===== config.mk =====
export PLATFORM = sky130hd
export DESIGN_NAME = pc060ha_mailbox_ctrl
export DESIGN_NICKNAME = d
export VERILOG_FILES = /design/src/rtl/pc060ha_mailbox_ctrl.sv
export SDC_FILE = /design/constraint.sdc
export NUM_CORES = 1
export LEC_CHECK = 0
export ABC_AREA = 1
export BUFFER_PORTS_ARGS = -buffer_cell sky130_fd_sc_hd__buf_2
export CAP_MARGIN = 20
export CELL_PAD_IN_SITES_DETAIL_PLACEMENT = 0
export CELL_PAD_IN_SITES_GLOBAL_PLACEMENT = 1
export CORE_MARGIN = 5
export CORE_UTILIZATION = 44
export CTS_CLUSTER_SIZE = 8
export DETAILED_ROUTE_END_ITERATION = 7
export GPL_ROUTABILITY_DRIVEN = 0
export PLACE_DENSITY_LB_ADDON = 0.25
export SLEW_MARGIN = 30
export SYNTH_ARGS = -nofsm -noshare
export SYNTH_HDL_FRONTEND = slang
export SYNTH_SLANG_ARGS = --single-unit

===== constraint.sdc =====
create_clock -name CLK -period 1.8 [get_ports CLK]
set_input_delay 0.18 -clock CLK [delete_from_list [all_inputs] [get_ports CLK]]
set_output_delay 0.18 -clock CLK [all_outputs]
set_load 0.005 [all_outputs]

===== src/rtl/pc060ha_mailbox_ctrl.sv =====
// Two-sided nibble mailbox between a master CPU and a sound CPU.
// Each side has a page pointer, a TX mailbox it fills and an RX mailbox it drains.
module pc060ha_mailbox_ctrl #(
  parameter int NIBBLES = 4
) (
  input  logic       CLK,
  input  logic       nRESET,
  input  logic       M_nCS,
  input  logic       M_nRD,
  input  logic       M_nWR,
  input  logic       M_A0,
  input  logic [3:0] M_DIN,
  output logic [3:0] M_DOUT,
  input  logic       S_nCS,
  input  logic       S_nRD,
  input  logic       S_nWR,
  input  logic       S_A0,
  input  logic [3:0] S_DIN,
  output logic [3:0] S_DOUT,
  output logic       S_nNMI,
  output logic       S_RESET_OUT
);
  localparam logic [2:0] LAST = 3'(NIBBLES - 1);

  logic [3:0] m2s_mb [NIBBLES];
  logic [3:0] s2m_mb [NIBBLES];
  logic       m2s_full, s2m_full, nmi_en;

  logic       m_rd_act, m_wr_act, m_rd_q, m_wr_q, m_a0_q;
  logic       s_rd_act, s_wr_act, s_rd_q, s_wr_q, s_a0_q;
  logic [3:0] m_din_q, s_din_q, m_rx_data, s_rx_data;
  logic [2:0] m_ptr, s_ptr;
  logic       m_rd_start, m_wr_start, m_rd_commit, m_wr_commit;
  logic       s_rd_start, s_wr_start, s_rd_commit, s_wr_commit;
  logic       m_data_commit, m_tx_write, m_ctl_write;
  logic       s_data_commit, s_tx_write, s_ctl_write;
  logic       m2s_set, m2s_clr, s2m_set, s2m_clr;

  function automatic logic [2:0] next_ptr(input logic [2:0] p);
    return (p >= LAST) ? 3'd0 : p + 3'd1;
  endfunction

  // A read strobe overlapping a write strobe is dropped in favour of the write.
  assign m_wr_act = ~M_nCS & ~M_nWR;
  assign m_rd_act = ~M_nCS & ~M_nRD & M_nWR;
  assign s_wr_act = ~S_nCS & ~S_nWR;
  assign s_rd_act = ~S_nCS & ~S_nRD & S_nWR;

  assign m_rd_start  = m_rd_act & ~m_rd_q;
  assign m_wr_start  = m_wr_act & ~m_wr_q;
  assign m_rd_commit = m_rd_q & ~m_rd_act;
  assign m_wr_commit = m_wr_q & ~m_wr_act;
  assign s_rd_start  = s_rd_act & ~s_rd_q;
  assign s_wr_start  = s_wr_act & ~s_wr_q;
  assign s_rd_commit = s_rd_q & ~s_rd_act;
  assign s_wr_commit = s_wr_q & ~s_wr_act;

  assign m_data_commit = (m_rd_commit | m_wr_commit) & m_a0_q;
  assign m_tx_write    = m_wr_commit & m_a0_q;
  assign m_ctl_write   = m_wr_commit & ~m_a0_q;
  assign s_data_commit = (s_rd_commit | s_wr_commit) & s_a0_q;
  assign s_tx_write    = s_wr_commit & s_a0_q;
  assign s_ctl_write   = s_wr_commit & ~s_a0_q;

  assign m2s_set = m_tx_write & (m_ptr == LAST);
  assign m2s_clr = s_rd_commit & s_a0_q & (s_ptr == LAST);
  assign s2m_set = s_tx_write & (s_ptr == LAST);
  assign s2m_clr = m_rd_commit & m_a0_q & (m_ptr == LAST);

  // Out-of-range pointers match no entry and read back as zero.
  // NOTE: every always_comb output gets a default first, so no latch is inferred.
  always_comb begin
    m_rx_data = '0;
    s_rx_data = '0;
    for (int i = 0; i < NIBBLES; i++) begin
      if (m_ptr == 3'(i)) m_rx_data = s2m_mb[i];
      if (s_ptr == 3'(i)) s_rx_data = m2s_mb[i];
    end
  end

  // NOTE: sequential state uses non-blocking assignments only.
  always_ff @(posedge CLK or negedge nRESET) begin
    if (!nRESET) begin
      m_rd_q      <= 1'b0;
      m_wr_q      <= 1'b0;
      m_a0_q      <= 1'b0;
      m_din_q     <= '0;
      m_ptr       <= '0;
      M_DOUT      <= '0;
      S_RESET_OUT <= 1'b0;
    end else begin
      m_rd_q <= m_rd_act;
      m_wr_q <= m_wr_act;
      if (m_rd_start || m_wr_start) m_a0_q <= M_A0;
      if (m_wr_start) m_din_q <= M_DIN;
      if (m_rd_start) M_DOUT <= M_A0 ? m_rx_data : {2'b00, s2m_full, m2s_full};
      if (m_ctl_write) begin
        if (m_din_q[3]) S_RESET_OUT <= m_din_q[0];
        else            m_ptr       <= m_din_q[2:0];
      end else if (m_data_commit) begin
        m_ptr <= next_ptr(m_ptr);
      end
    end
  end

  always_ff @(posedge CLK or negedge nRESET) begin
    if (!nRESET) begin
      s_rd_q  <= 1'b0;
      s_wr_q  <= 1'b0;
      s_a0_q  <= 1'b0;
      s_din_q <= '0;
      s_ptr   <= '0;
      S_DOUT  <= '0;
      nmi_en  <= 1'b0;
    end else begin
      s_rd_q <= s_rd_act;
      s_wr_q <= s_wr_act;
      if (s_rd_start || s_wr_start) s_a0_q <= S_A0;
      if (s_wr_start) s_din_q <= S_DIN;
      if (s_rd_start) S_DOUT <= S_A0 ? s_rx_data : {2'b00, m2s_full, s2m_full};
      if (s_ctl_write) begin
        if (s_din_q[3]) nmi_en <= s_din_q[0];
        else            s_ptr  <= s_din_q[2:0];
      end else if (s_data_commit) begin
        s_ptr <= next_ptr(s_ptr);
      end
    end
  end

  // NOTE: the mailbox arrays sit under reset because a read after reset must return 0.
  always_ff @(posedge CLK or negedge nRESET) begin
    if (!nRESET) begin
      for (int i = 0; i < NIBBLES; i++) begin
        m2s_mb[i] <= '0;
        s2m_mb[i] <= '0;
      end
      m2s_full <= 1'b0;
      s2m_full <= 1'b0;
      S_nNMI   <= 1'b1;
    end else begin
      for (int i = 0; i < NIBBLES; i++) begin
        if (m_tx_write && m_ptr == 3'(i)) m2s_mb[i] <= m_din_q;
        if (s_tx_write && s_ptr == 3'(i)) s2m_mb[i] <= s_din_q;
      end
      // A same-cycle set beats the clear.
      m2s_full <= m2s_set | (m2s_full & ~m2s_clr);
      s2m_full <= s2m_set | (s2m_full & ~s2m_clr);
      S_nNMI   <= ~(m2s_full & nmi_en);
    end
  end

endmodule


Word level (Yosys, flattened, before mapping)
Cells that the tools add are included.
{"block": "word_totals", "in_bits": 18, "regBits": 65, "elab_cells": 125, "out_inout_bits": 10}
{"block": "classes", "muxes": 18, "eq_ne": 8, "n_reduce_logical": 18, "order_cmp": 2, "n_bitwise": 52, "n_addsub": 2}
{"operator": "4-bit two-way mux", "count": 10}
{"operator": "1-bit bitwise AND", "count": 29}
{"operator": "3-bit two-way mux", "count": 8}
{"operator": "1-bit inverter", "count": 19}
{"operator": "3-bit by 2-bit == test with 1-bit output (second input constant)", "count": 4}
{"operator": "1-bit logical AND", "count": 8}
{"operator": "2-bit AND reduction", "count": 4}
{"operator": "3-bit by 1-bit adder with 3-bit output (second input constant)", "count": 2}
{"operator": "3-bit by 1-bit == test with 1-bit output (second input constant)", "count": 2}
{"operator": "3-bit by 2-bit greater-or-equal comparator with 1-bit output (second input constant)", "count": 2}
{"operator": "3-bit zero test", "count": 2}
{"operator": "2-bit inequality test (second input constant)", "count": 2}
{"operator": "1-bit OR", "count": 4}
{"operator": "2-bit nonzero test", "count": 2}
{"operator": "1-bit logical OR", "count": 2}

Depth between registers and ports, before layout
Gate-level depths: netlist of run 1.
{"block": "logic_depth", "depth_word": 10, "mapped_depth": 10, "depth_no_buf": 10}

Worst setup path before layout of run 1
OpenSTA, ideal clock, no wires.
{"block": "synth_path", "path_kind": "register -> register", "from": "register m_ptr[0]", "to": "register m_ptr[1]", "t_arrival_ns": 1.327, "path_buffers": 0, "t_required_ns": 1.717, "slack_ns": 0.390, "stages_incl_launch_ff": 9, "synth_period_minus_slack_ns": 1.410, "cell_sequence": "dfrtp_1 > ha_1 > ha_1 > clkinv_1 > nand3_1 > nand3b_1 > o21ai_0 > nand2_1 > o21ai_0"}
{"block": "synth_via", "elab_chain_cells": 4}
{"element": "from (decl)", "line": "32", "rtl": "logic [2:0] m_ptr, s_ptr;"}
{"element": "from (signal assigned)", "line": "99", "rtl": "else m_ptr <= m_din_q[2:0];"}
{"element": "from (signal assigned)", "line": "101", "rtl": "m_ptr <= next_ptr(m_ptr);"}
{"element": "3-bit by 1-bit adder with 3-bit output / 3-bit by 2-bit greater-or-equal comparator with 1-bit output (equally long branches)", "line": "40", "rtl": "return (p >= LAST) ? 3'd0 : p + 3'd1;"}
{"element": "3-bit two-way mux (*)", "line": "40"}
{"element": "3-bit two-way mux (*)", "line": "100", "rtl": "end else if (m_data_commit) begin"}
{"element": "3-bit two-way mux (*)", "line": "97", "rtl": "if (m_ctl_write) begin"}
Every way passes the cells marked *; elsewhere a longest branch is shown, timed or not. The select of a mux whose other input is x is not followed.
A chain may end at the register's enable or synchronous reset.

Worst setup path after layout of run 1
{"block": "layout_path", "from": "register s_ptr[0]", "to": "register s_ptr[1]"}
{"block": "layout_via", "elab_chain_cells": 4}
{"element": "from (decl)", "line": "32"}
{"element": "from (signal assigned)", "line": "123", "rtl": "else s_ptr <= s_din_q[2:0];"}
{"element": "from (signal assigned)", "line": "125", "rtl": "s_ptr <= next_ptr(s_ptr);"}
{"element": "3-bit by 1-bit adder with 3-bit output / 3-bit by 2-bit greater-or-equal comparator with 1-bit output (equally long branches)", "line": "40"}
{"element": "3-bit two-way mux (*)", "line": "40"}
{"element": "3-bit two-way mux (*)", "line": "124", "rtl": "end else if (s_data_commit) begin"}
{"element": "3-bit two-way mux (*)", "line": "121", "rtl": "if (s_ctl_write) begin"}
Marks and branches as above.

==> results.md, run 1 <==
- Status: finished, final reports clean
- Number of synthesized flops with an enable pin: 0
- Top cells by count, synth: nand2_1 (115), dfrtp_1 (64), o21ai_0 (53)
- Met3 usage: 3.29%
- Flops & latches, synth: 65
- CTS Sinks: 65
- Global-route wire length before repair: 11.5 mm
- Leak: 0.00189 uW
- CTS tree: yes
- GRT Residual Overflow: 0
- Die height: 94.0 um
- Clk buf depth: 2
- Post-Synthesis Cells: 378
- Syn avg cell area: 8.22 um2
- 1st-iter DRT viols: 111
- Top Usage Layer GRT: met2
- Placement Cell Area: 3380 um2
- Syn nets: 406
- DRT antenna net count: 0
- Worst-Margin Slew: 366 ps
- VDD IR-drop max: 0.758 mV
- Row cnt: 30
- Fin nets: 446
- DR vias/cell: 4.77
- Port buffer count: 27
- Post-synthesis cell area: 3110 um2
- Max Fclk: 0.600 GHz
- Die ar.: 8840 um2
- Initial cell density of the core: 45.5%
- Vias: 2478
- Fraction of layout cells with a size suffix above 1: 15.4%
- Hold Path Cell Cnt: 2
- DRT Pass-1 Iters: 4
- Final hold vios: 0
- Max Slew Vio Count: 0
- DRC violations left: 0
- Wire per inst: 13.0 um
- CP peak stage delay: 390 ps
- GR Util met2: 25.7%
- Synth area leader: dfrtp_1
- Die Width: 94.0 um
- Top_reg_cell synth: dfrtp_1
- Worst skew pair latency: 340 ps
- Maxcap violations: 0
- Final setup vio count: 0
- # diodes: 0
- CP cell instances: ha_1, ha_1, clkinv_1, nand3_1, nand3b_1, o21ai_0, nand2_1, o21ai_0
- Setup Skew: 9.84 ps
- Worst Setup Start Kind: flip-flop
- Required time worst endpoint: 2030 ps
- Clock Tree Root: clkbuf_8
- Min Tclk post-route: 1670 ps
- Post-DP HPWL: 5.00 mm
- Clock buffer count from CTS: 9
- Clk pin slew, worst setup/hold paths: 70 ps
- Ports: 28
- Sequential-to-total area share from yosys stat: 52.4%
- Slew HR: 75.6%
- Cell variety after synth: 20
- R2R Setup Slk: 130 ps
- Worst Setup End Kind: flip-flop
- Met1 Usage GRT: 22.6%
- Synth top area share: 51.5%
- Total core area: 6830 um2
- CTS H-Tree Depth: 3
- Crit Path Category: flip-flop to flip-flop
- Synth warn: 0
- Layout area overhead: 14.4%
- Share of flip-flops with an asynchronous set or reset: 100%
- R2R depth: 8
- Crit Path Max Fanout: 10
- Setup_tns: 0 ps
- CP max-delay cell: dfrtp_1
- RSZ-0062 raised after global routing: false
- Initial antenna violation count: 0
- Cell area after layout: 3560 um2
- WP data arrival: 1890 ps
- Final Cycle Share: 92.5%
- Final WL: 6.74 mm
- Top cells by area, synth: dfrtp_1 (52%), nand2_1 (14%), o21ai_0 (8.5%), inv_1 (4.6%), ha_1 (4.0%)
- Largest net degree at the start of global routing: 39
- Hold/Removal Path Class: primary input to flip-flop
- Cell Pwr Density: 1390 nW/um2
- GRT Overall Usage: 16.9%
- Count leader, synth: nand2_1
- Number of global-route vias before repair: 2420
[power breakdown]
part	switching [uW]	internal [uW]	leakage [uW]	total, uW
combinational	976	593	0.000987	1570
clock	527	580	0.0000850	1110
sequential	298	1960	0.000813	2250
total	1800	3130	0.00189	4930
[metrics by stage]
step                      hold slack (ps)  total power [uW]  std cells  setup WS (ps)  utilization, %
after floorplan                      -116              3330        378            390               -
after global placement               93.3              3820        502            240            49.4
after detailed placement              101              3870        502            156            49.4
after CTS                            16.2              4990        519            148            52.1
after global routing                 28.2              5360        519           4.67            52.1
final                                25.0              4930        519            135            52.1
[layer usage]
layer / vias to the layer above / share of wire [%]
li1: 1284 / -
met1: 1139 / 49
met2: 39 / 44
met3: 16 / 3.4
met4: 0 / 3.6
met5: - / 0
[cell type report]
cell class	instances	area, um2
timing repair buffer	31	180
inverter	46	173
fill	683	3280
sequential	65	1630
tap	96	120
clock buffer	16	170
multi-input combinational	265	1280
[sequential cells by signal (all words and copies together) (netlist names)]
| signal | count |
|---|---|
| m2s_mb | 16 |
| s2m_mb | 16 |
| M_DOUT | 4 |
| S_DOUT | 4 |
| m_din_q | 4 |
| s_din_q | 4 |
| m_ptr | 3 |
| s_ptr | 3 |
| S_RESET_OUT | 1 |
| S_nNMI | 1 |
| m2s_full | 1 |
| m_a0_q | 1 |
| m_rd_q | 1 |
| m_wr_q | 1 |
| nmi_en | 1 |
| s2m_full | 1 |
| s_a0_q | 1 |
| s_rd_q | 1 |
| s_wr_q | 1 |
[worst max-delay path: cells and delay by family, from the launching register on]
kind / cells / cell delay, ps
flip-flops: 1 / 390
AND/OR/NAND/NOR: 3 / 390
adder cells (fa/ha/maj): 2 / 350
buffers and inverters: 1 / 260
AO/OA/AOI/OAI: 2 / 160
[worst paths after layout]
path,startpoint,to
hold reg to reg,nmi_en,S_nNMI
min in group asynchronous,nRESET,s_din_q[0]
hold / removal,S_nWR,s_wr_q
setup reg to reg,s_ptr[0],s_ptr[1]
setup / recovery,s_ptr[0],s_ptr[1]
max in group asynchronous,nRESET,s2m_mb[13]
[layout by cell type, fill, tap and decap left out, types with 5 or more instances in the layout]
cell type and count:
clkbuf_1 5, nor2_1 27, buf_2 27, clkbuf_8 11, dfrtp_1 64, nand2_2 8, a21oi_1 20, inv_2 6
nand3_1 12, ha_1 10, nand2_1 115, inv_1 38, o21ai_0 53
[cells by family (layout without fill, tap and decap cells)]
kind of cell | Yosys count | count (layout) | synth area share [%]
adders and majority gates | 10 | 10 | 4.03
AOI/OAI and AO/OA | 76 | 76 | 12.2
DFF | 65 | 65 | 52.4
buffers and inverters | 48 | 93 | 6.28
and+or+nand+nor | 179 | 179 | 25.1
[what timing repair did]
item	CTS	global route
buffers inserted	0	0
resized for setup	0	0
hold endpoints to repair	11	0
hold buffers	1	0
Power figures use the tool's default switching activity.
==> run 2, diff against run 1 <==
- GPL_TIMING_DRIVEN: default -> 0
==> results.md, run 2 (synthesis results as in run 1) <==
- Initial cell density of the core: 45.5% (unchanged)
- Setup_tns: 0 ps (unchanged)
- Required time worst endpoint: 2000 ps (was 2030 ps)
- DRC violations left: 0 (unchanged)
- Largest net degree at the start of global routing: 36 (was 39)
- Max Slew Vio Count: 0 (unchanged)
- Hold/Removal Path Class: primary input to flip-flop (unchanged)
- CTS H-Tree Depth: 3 (unchanged)
- # diodes: 0 (unchanged)
- Final setup vio count: 0 (unchanged)
- Maxcap violations: 0 (unchanged)
- CTS tree: yes (unchanged)
- Most frequent cells in the layout: nand2_1 (115), dfrtp_1 (64), o21ai_0 (53) (unchanged)
- Worst Setup End Kind: flip-flop (unchanged)
- Worst skew pair latency: 340 ps (about the same)
- R2R Setup Slk: 180 ps (was 130 ps)
- Ports: 28 (unchanged)
- Global-route wire length before repair: 11.2 mm (was 11.5 mm)
- Fillers: 688 (was 683)
- Post-DP HPWL: 4.82 mm (was 5.00 mm)
- Vias: 2458 (was 2478)
- Row cnt: 30 (unchanged)
- Fin nets: 446 (unchanged)
- DRT Pass-1 Iters: 4 (unchanged)
- Worst-Margin Slew: 420 ps (was 366 ps)
- Worst Setup Start Kind: flip-flop (unchanged)
- GRT Overall Usage: 16.5% (was 16.9%)
- WP data arrival: 1830 ps (was 1890 ps)
- Final Cycle Share: 90.2% (was 92.5%)
- Setup Skew: 11.2 ps (was 9.84 ps)
- Wire per inst: 12.6 um (was 13.0 um)
- GRT Residual Overflow: 0 (unchanged)
- Min Hold Slack: 30.2 ps (was 25.0 ps)
- Min Tclk post-route: 1620 ps (was 1670 ps)
- Crit Path Max Fanout: 10 (unchanged)
- Placement Setup Slack: 113 ps (was 156 ps)
- Crit Path Category: flip-flop to flip-flop (unchanged)
- CTS Sinks: 65 (unchanged)
- Die ar.: 8840 um2 (unchanged)
- Footprint of the multi-input gates: 1290 um2 (was 1280 um2)
- Final setup margin: 176 ps (was 135 ps)
- Largest regs: m2s_mb x16, s2m_mb x16 (unchanged)
- Commonest non-fill, non-tap cell in the layout: nand2_1 (unchanged)
- Cell Pwr Density: 1400 nW/um2 (was 1390 nW/um2)
- DRT antenna net count: 0 (unchanged)
- VDD IR-drop max: 0.774 mV (was 0.758 mV)
- Leak: 0.00190 uW (was 0.00189 uW)
- Clock buffer count from CTS: 9 (unchanged)
- Layout area overhead: 15.9% (was 14.4%)
- Fraction of layout cells with a size suffix above 1: 17.1% (was 15.4%)
- Final hold vios: 0 (unchanged)
- Initial antenna violation count: 0 (unchanged)
- 1st-iter DRT viols: 82 (was 111)
- Die Width: 94.0 um (unchanged)
- Layout Utilization: 52.7% (was 52.1%)
- DR vias/cell: 4.75 (was 4.77)
- Clock Tree Root: clkbuf_8 (unchanged)
- Final WL: 6.50 mm (was 6.74 mm)
- Slew HR: 72.0% (was 75.6%)
- Port buffer count: 27 (unchanged)
- Max Fclk: 0.616 GHz (was 0.600 GHz)
- Clk buf depth: 2 (unchanged)
- Status: finished, final reports clean (unchanged)
- Die height: 94.0 um (unchanged)
- Number of global-route vias before repair: 2331 (was 2420)
- RSZ-0062 raised after global routing: false (unchanged)
- Clk pin slew, worst setup/hold paths: 70 ps (about the same)
- Setup bufs post-CTS: 0 (unchanged)
- Storage element area: 1630 um2 (unchanged)
- Total core area: 6830 um2 (unchanged)
==> run 2: cell types whose count changed in the layout (fill, tap and decap cells not counted), moves of 2 or more <==
cell,before,now
clkinv_1,2,0
clkinv_2,0,2
clkbuf_1,5,1
buf_6,0,2
clkinvlp_4,0,2
==> run 2: worst max-delay path, stage by stage (launching register included) <==
cell	delay [ps]
dfrtp_1	400
ha_1	170
ha_2	220
clkinvlp_4	200
nand3_1	150
nor2_1	50
nand2_1	40
o21ai_0	80
nand2_1	70
o21ai_0	100
==> run 2: worst paths after layout <==
check,from,end,depth (start not counted)
min reg2reg,nmi_en,S_nNMI,1
min,M_nCS,m_wr_q,2
max in group asynchronous,nRESET,m_din_q[2],3
max reg2reg,s_ptr[1],s_ptr[2],9
max,s_ptr[1],s_ptr[2],9
min in group asynchronous,nRESET,s2m_mb[4],2
==> run 2: cell type report <==
cell class,count,area share [%]
tap,96,3.33
multi-input combinational,265,35.8
buffer,2,0.625
clock inverter,3,1.11
sequential,65,45.2
timing repair buffer,29,4.65
inverter,46,5.00
clock buffer,12,4.31
==> run 2: routing by layer <==
layer  share of wire, %  GRT usage, %
met5                  0             0
met3                3.4          3.13
met1                 50          22.5
met4                2.0          7.58
met2                 44          25.4
==> run 2: metrics by stage <==
stage	power, uW	cells	instance area (um2)
detailed placement	3830	502	3390
CTS	5090	518	3590
global placement	3780	501	3360
global route	5510	518	3600
finish	5040	518	3600
floorplan	3330	378	3110
==> run 2: where the power goes <==
group          leakage (uW)  internal (uW)  switching [uW]
clock              0.000102            703             525
sequential         0.000813           1960             295
combinational      0.000988            590             973
==> run 2: what timing repair did <==
| action | 4_1_cts | 5_1_grt |
|---|---|---|
| gates resized for setup | 0 | 4 |
| hold buffers | 1 | 0 |
| hold endpoints to repair | 29 | 0 |
| endpoints found under the setup margin | 0 | 5 |
